<file path="src/rtl/four_bit_serializer_pkg.sv">
// rtl/four_bit_serializer_pkg.sv - shared types and defaults for the serializer
package four_bit_serializer_pkg;

  // Two-state transmitter: idle (ready for a word) or shifting a held word out.
  typedef enum logic {
    ST_IDLE  = 1'b0,
    ST_SHIFT = 1'b1
  } state_t;

  localparam int DEFAULT_WIDTH = 4;

endpackage

</file>
<file path="src/rtl/serializer_bit_counter.sv">
// rtl/serializer_bit_counter.sv - modulo-WIDTH bit position counter
module serializer_bit_counter #(
  parameter int WIDTH = 4,
  parameter int CW    = $clog2(WIDTH)
) (
  input  logic          clk,
  input  logic          reset_n,
  input  logic          clear,
  input  logic          inc,
  output logic [CW-1:0] count,
  output logic          is_last
);

  logic [CW-1:0] count_q;
  logic [CW-1:0] count_d;

  assign count   = count_q;
  assign is_last = (count_q == CW'(WIDTH - 1));

  // Clear wins over increment so a reload always restarts at bit 0.
  always_comb begin
    count_d = count_q;
    if (clear) begin
      count_d = '0;
    end else if (inc) begin
      count_d = is_last ? '0 : count_q + 1'b1;
    end
  end

  // Counter register with synchronous active-low reset.
  always_ff @(posedge clk) begin
    if (!reset_n) begin
      count_q <= '0;
    end else begin
      count_q <= count_d;
    end
  end

endmodule

</file>
<file path="src/rtl/four_bit_serializer.sv">
// rtl/four_bit_serializer.sv - parallel-in serial-out transmitter with frame marks
module four_bit_serializer
  import four_bit_serializer_pkg::*;
#(
  parameter int WIDTH     = DEFAULT_WIDTH,
  parameter bit LSB_FIRST = 1'b1
) (
  input  logic             clk,
  input  logic             reset_n,
  input  logic             load_valid,
  output logic             load_ready,
  input  logic [WIDTH-1:0] d,
  output logic             serial_out,
  output logic             serial_valid,
  input  logic             serial_ready,
  output logic             frame_start,
  output logic             frame_end,
  output logic             busy
);

  localparam int CW = $clog2(WIDTH);

  state_t          state_q;
  state_t          state_d;
  logic [WIDTH-1:0] shreg_q;
  logic [WIDTH-1:0] shreg_d;
  logic [CW-1:0]   count;
  logic            is_last;
  logic            beat;
  logic            load_fire;
  logic            cnt_clear;
  logic            cnt_inc;

  serializer_bit_counter #(
    .WIDTH (WIDTH),
    .CW    (CW)
  ) u_bit_counter (
    .clk     (clk),
    .reset_n (reset_n),
    .clear   (cnt_clear),
    .inc     (cnt_inc),
    .count   (count),
    .is_last (is_last)
  );

  // Output decode from held state; serial_out only ever sees the shift register.
  always_comb begin
    busy         = (state_q == ST_SHIFT);
    serial_valid = busy;
    serial_out   = LSB_FIRST ? shreg_q[0] : shreg_q[WIDTH-1];
    frame_start  = busy && (count == '0);
    frame_end    = busy && is_last;
    load_ready   = !busy || (is_last && serial_ready);
    beat         = busy && serial_ready;
    load_fire    = load_valid && load_ready;
  end

  // Next state: a load (possibly overlapping the last beat) restarts the word,
  // otherwise a beat shifts one bit out and the last beat drops back to idle.
  always_comb begin
    state_d   = state_q;
    shreg_d   = shreg_q;
    cnt_clear = 1'b0;
    cnt_inc   = 1'b0;
    if (load_fire) begin
      state_d   = ST_SHIFT;
      shreg_d   = d;
      cnt_clear = 1'b1;
    end else if (beat) begin
      shreg_d = LSB_FIRST ? {1'b0, shreg_q[WIDTH-1:1]}
                          : {shreg_q[WIDTH-2:0], 1'b0};
      cnt_inc = 1'b1;
      if (is_last) begin
        state_d = ST_IDLE;
      end
    end
  end

  // FSM and shift register state; reset aborts any word in flight.
  always_ff @(posedge clk) begin
    if (!reset_n) begin
      state_q <= ST_IDLE;
      shreg_q <= '0;
    end else begin
      state_q <= state_d;
      shreg_q <= shreg_d;
    end
  end

endmodule
</file>
<file path="config.mk">
export PLATFORM = sky130hd
export DESIGN_NAME = four_bit_serializer
export DESIGN_NICKNAME = d
export VERILOG_FILES = /design/src/rtl/four_bit_serializer_pkg.sv /design/src/rtl/serializer_bit_counter.sv /design/src/rtl/four_bit_serializer.sv
export SDC_FILE = /design/constraint.sdc
export NUM_CORES = 1
export LEC_CHECK = 0
export CAP_MARGIN = 10
export CORE_AREA = 2 2 39 41
export CTS_CLUSTER_SIZE = 25
export DETAILED_ROUTE_END_ITERATION = 10
export DIE_AREA = 0 0 41 43
export PLACE_DENSITY_LB_ADDON = 0.12
export SETUP_SLACK_MARGIN = 0.15
export SKIP_LAST_GASP = 1
export SLEW_MARGIN = 20
export SYNTH_ARGS = -nofsm -noshare
export SYNTH_HDL_FRONTEND = slang
export SYNTH_SLANG_ARGS = --single-unit
</file>
<file path="constraint.sdc">
create_clock -name clk -period 1.3 [get_ports clk]
set_input_delay 0.39 -clock clk [delete_from_list [all_inputs] [get_ports clk]]
set_output_delay 0.39 -clock clk [all_outputs]
set_load 0.01 [all_outputs]
</file>
=== After elaboration in Yosys (flattened, before gate mapping) ===
Index checks and enable logic that the tools add are counted.

* Input bits: 8
* Bits in registers: 7

* Eq/ne operators: 1
* Reductions and logical operators: 12
* Multiplexer cells: 9
* Add/subtract/negate cells: 1
* Bitwise gates (word level): 1

{| class="wikitable"
|+ Operators by type and width
! kind !! number
|-
| 4-bit two-way mux || 2
|-
| 1-bit two-way mux || 6
|-
| 1-bit logical AND || 5
|-
| 2-bit nonzero test || 2
|-
| 2-bit by 1-bit adder with 2-bit output (second input constant) || 1
|-
| 2-bit equality test (second input constant) || 1
|-
| 2-bit zero test || 1
|-
| 2-bit two-way mux || 1
|-
| 2-bit AND reduction || 1
|-
| 2-bit OR reduction || 1
|-
| 1-bit zero test || 1
|-
| 1-bit logical OR || 1
|-
| 1-bit inverter || 1
|}

=== Depth between registers and ports, before layout ===
Gate-level depths: netlist of the first run.

* Depth after elaboration: 6
* Mapped depth: 5
* Depth with buffers taken out: 5

=== Cells and area by module ===
A second synthesis of the first run with hierarchy kept.

* Cell total of the unflattened synthesis: 44
* Area, all modules: 445.4 um^2

{| class="wikitable"
|+ Modules (own cells, without submodules)
! module !! cells each !! times used !! area an instance (um^2)
|-
| four_bit_serializer || 35 || 1 || 349.1
|-
| serializer_bit_counter || 9 || 1 || 96.3
|}

=== Worst setup path after synthesis of the first run ===
OpenSTA, ideal clock, no wires.

* Kind: reg2out
* From: register u_bit_counter.count_q[0], in the netlist u_bit_counter.count[0]
* To: output port load_ready
* Arrival: 0.817 ns
* Path buffers: 0
* Path slack: 0.093 ns
* Data required time: 0.910 ns
* Cell stages (with the launch flop): 4
* Cell sequence: dfxtp_1 ha_1 a21boi_4 inv_2

* Cells in the longest elaborated chain, start to end: 3

{| class="wikitable"
|+ Ends and longest elaborated chain
! what !! line !! RTL
|-
| from (decl) || serializer_bit_counter.sv:14 || <nowiki>logic [CW-1:0] count_q;</nowiki>
|-
| from (signal assigned) || serializer_bit_counter.sv:35 || <nowiki>count_q <= count_d;</nowiki>
|-
| 2-bit equality test || serializer_bit_counter.sv:18 || <nowiki>assign is_last = (count_q == CW'(WIDTH - 1));</nowiki>
|-
| 1-bit logical AND || four_bit_serializer.sv:53 || <nowiki>load_ready = !busy || (is_last && serial_ready);</nowiki>
|-
| 1-bit logical OR || four_bit_serializer.sv:53 ||
|-
| to (decl) || four_bit_serializer.sv:11 || <nowiki>output logic load_ready,</nowiki>
|}

No other way between the ends.

=== Worst setup path after layout of the first run ===
Ends and elaborated chain as after synthesis.

==> flow_metrics.env, run 1 <==
export IMPL_cts_tree="done"
export IMPL_p_total_w=0.000600
export IMPL_powerDensity_nw_per_um2=863
export IMPL_min_delay_start="shreg_q[3]"
export IMPL_via_per_inst=4.76
export IMPL_initial_core_util_pct=27.1
export IMPL_violations="negative setup slack"
export IMPL_grt_pass1_wl_mm=1.42
export IMPL_antenna_found_initial=0
export IMPL_ys_ff_latch=7
export IMPL_ios=14
export IMPL_clock_sinks=7
export IMPL_hold_class="reg2reg"
export IMPL_die_h_um=43
export IMPL_period_share_pct=114
export IMPL_final_common_cell="buf_4"
export IMPL_stdcell_area_um2=696
export IMPL_worst_path_max_delay_cell="dfxtp_4"
export IMPL_final_antenna_net_count=0
export IMPL_drive_above_1_share_pct=64.5
export IMPL_grt_max_degree=9
export IMPL_grtUsageTotal_pct=12.7
export IMPL_clk_pin_slew_ns=0.06
export IMPL_drv_cap=0
export IMPL_htreeDepth=1
export IMPL_cp_top_family="flip-flops"
export IMPL_rsz0062_at_grt="true"
export IMPL_r2r_worst_path_cells=7
export IMPL_grt_pass1_vias=330
export IMPL_postPlaceCellArea_um2=584
export IMPL_path_buf_inv=2
export IMPL_clkLatencyLatePin_ns=0.25
export IMPL_endpoint_kind="primary output"
export IMPL_io_buffers=13
export IMPL_syn_to_final_growth_pct=85.3
export IMPL_drt_total_wl_um=927
export IMPL_pre_cts_slack_ns=-0.669
export IMPL_place_congestion=0.642
export IMPL_final_setup_tns_ns=-0.494
export IMPL_min_to="shreg_q[3]"
export IMPL_final_max_slew_viol_count=0
export IMPL_cp_required_ns=0.91
export IMPL_seq_area_frac_synth_pct=37.3
export IMPL_crit_path_start_kind="flip-flop"
export IMPL_fmax_mhz=676
export IMPL_cts_buffers=3
export IMPL_die_area_um2=1760
export IMPL_slew_headroom_pct=73.8
export IMPL_min_period_ns=1.48
export IMPL_syn_area_um2=375
export IMPL_worstReg2RegEnd="u_bit_counter.count[0]"
export IMPL_leakagePower_nw=0.310
export IMPL_cp_cell_sequence="ha_4 > a21boi_4 > inv_2 > buf_6"
export IMPL_drc=0
export IMPL_regToRegSetupSlack_ns=0.02
export IMPL_drt_wirelength_per_cell_um=11.9
export IMPL_antenna_cells=0
export IMPL_setup_viol=3
export IMPL_whs_path_depth=2
export IMPL_overflow=0
export IMPL_drt_iter0_drc=5
export IMPL_holdBufCountCts=0
export IMPL_clockBufferDepth=2
export IMPL_first_pass_iters=4
export IMPL_nFillCells=130
export IMPL_finalHoldViolations=0
export IMPL_timing_rr_start="u_bit_counter.count[0]"
export IMPL_synthCells=37
export IMPL_max_stage_delay_ns=0.36
export IMPL_path_class="reg2out"
export IMPL_dp_hpwl_um=699
export IMPL_vias=371
export IMPL_core_um2=1380
export IMPL_crit_arrival_ns=1.09
export IMPL_die_x_um=41
export IMPL_status="finished with violations"
export IMPL_cts_root_buf="clkbuf_4"
export IMPL_ys_warn_count=0
export IMPL_synth_avg_cell_area_um2=10.1
export IMPL_path_max_fanout=3
export IMPL_irDropWorstVdd_mv=0.682
export IMPL_layout_nets=73
export IMPL_worst_pin_slew_ns=0.392
export IMPL_rows=14
export IMPL_fin_skew_ns=0.000970
export IMPL_netlist_cell_type_count=19
export IMPL_final_cell_mix="buf_4, clkdlybuf4s50_1, buf_6"
export IMPL_utilization_pct=50.3
export IMPL_synth_nets=47
export IMPL_setup_slack_ns=-0.179
## kinds of logic (layout without fill, tap and decap cells)
group	count (synthesis)	after routing	share of synthesized area (%)
compound gates	10	10	20.7
simple gates	8	8	13.3
mux	5	5	16.0
fa+ha+maj	2	2	6.67
buf+inv	5	30	6.00
flops	7	7	37.3
## worst min-delay path, stage by stage (launching register included)
cell and delay [ns]:
dfxtp_1 0.31, o2111ai_1 0.08, o21ai_2 0.05
## registers in the layout, indices dropped and copies added (netlist names)
name / count
shreg_q: 4
u_bit_counter.count: 2
busy: 1
## synth_stat cells, drive strengths merged
library cell | n | area, um2
a21boi | 2 | 26.3
dfxtp | 7 | 140
o31ai | 3 | 22.5
and3 | 2 | 12.5
mux2 | 2 | 30.0
nand2 | 3 | 21.3
ha | 2 | 25.0
and2 | 2 | 12.5
inv | 4 | 15.0
mux2i | 3 | 30.0
buf | 1 | 7.51
o2111ai | 1 | 8.76
o21ai | 1 | 5.00
nor2 | 1 | 3.75
a21oi | 3 | 15.0
## metal layers
layer,up-vias,part of all wire (%),GRT usage (%)
li1,182,-,-
met1,177,39,15.0
met2,10,56,18.4
met3,2,4.1,6.28
met4,0,1.2,6.00
met5,-,0,0
## timing repair
action | 4_1_cts | 5_1_grt
endpoints found under the setup margin | 13 | 12
buffers inserted | 0 | 1
gates resized for setup | 46 | 6
cloned | 0 | 0
pin swaps | 7 | 5
## through the flow
stage	cells	hold slack, ns
2_1_floorplan	37	0.460
3_3_place_gp	73	0.484
3_5_place_dp	73	0.484
4_1_cts	77	0.475
5_1_grt	78	0.511
6_report	78	0.482
## where the power goes
part | total, W | leakage (nW) | switching, W | internal, W
clock network | 0.000207 | 0.0150 | 0.0000890 | 0.000118
registers | 0.000235 | 0.0597 | 0.0000102 | 0.000225
logic | 0.000159 | 0.235 | 0.0000667 | 0.0000920
total | 0.000600 | 0.310 | 0.000166 | 0.000434
## layout make-up
| class | instances | area [um2] | area share [%] |
|---|---|---|---|
| repair buffers | 22 | 194 | 27.9 |
| flip-flops and latches | 7 | 151 | 21.8 |
| inverters | 4 | 15.0 | 2.16 |
| clock buffers | 4 | 26.3 | 3.78 |
| well taps | 16 | 20.0 | 2.88 |
| multi-input cells | 25 | 289 | 41.5 |
## worst max path at each step
stage / from / to / slack (ns) / depth (start not counted)
after global placement: serial_ready / load_ready / -0.66 / 4
final: u_bit_counter.count[0] / load_ready / -0.18 / 4
after global routing: u_bit_counter.count[0] / load_ready / -0.23 / 4
after detailed placement: serial_ready / load_ready / -0.67 / 4
after CTS: u_bit_counter.count[1] / load_ready / -0.21 / 4
after floorplan: u_bit_counter.count[0] / load_ready / 0.17 / 3
No activity file was read; power rests on OpenSTA's default activity.
==> run 2: changes to the inputs <==
CTS_CLUSTER_DIAMETER = 60   (was default)
==> results of run 2 <==
Same layout as run 1: the final DEF is identical, and so are final timing and power.
==> run 3: changes to the inputs <==
CTS_CLUSTER_SIZE = 16   (was 25)
==> results of run 3 <==
Same layout as run 1: the final DEF is identical, and so are final timing and power.
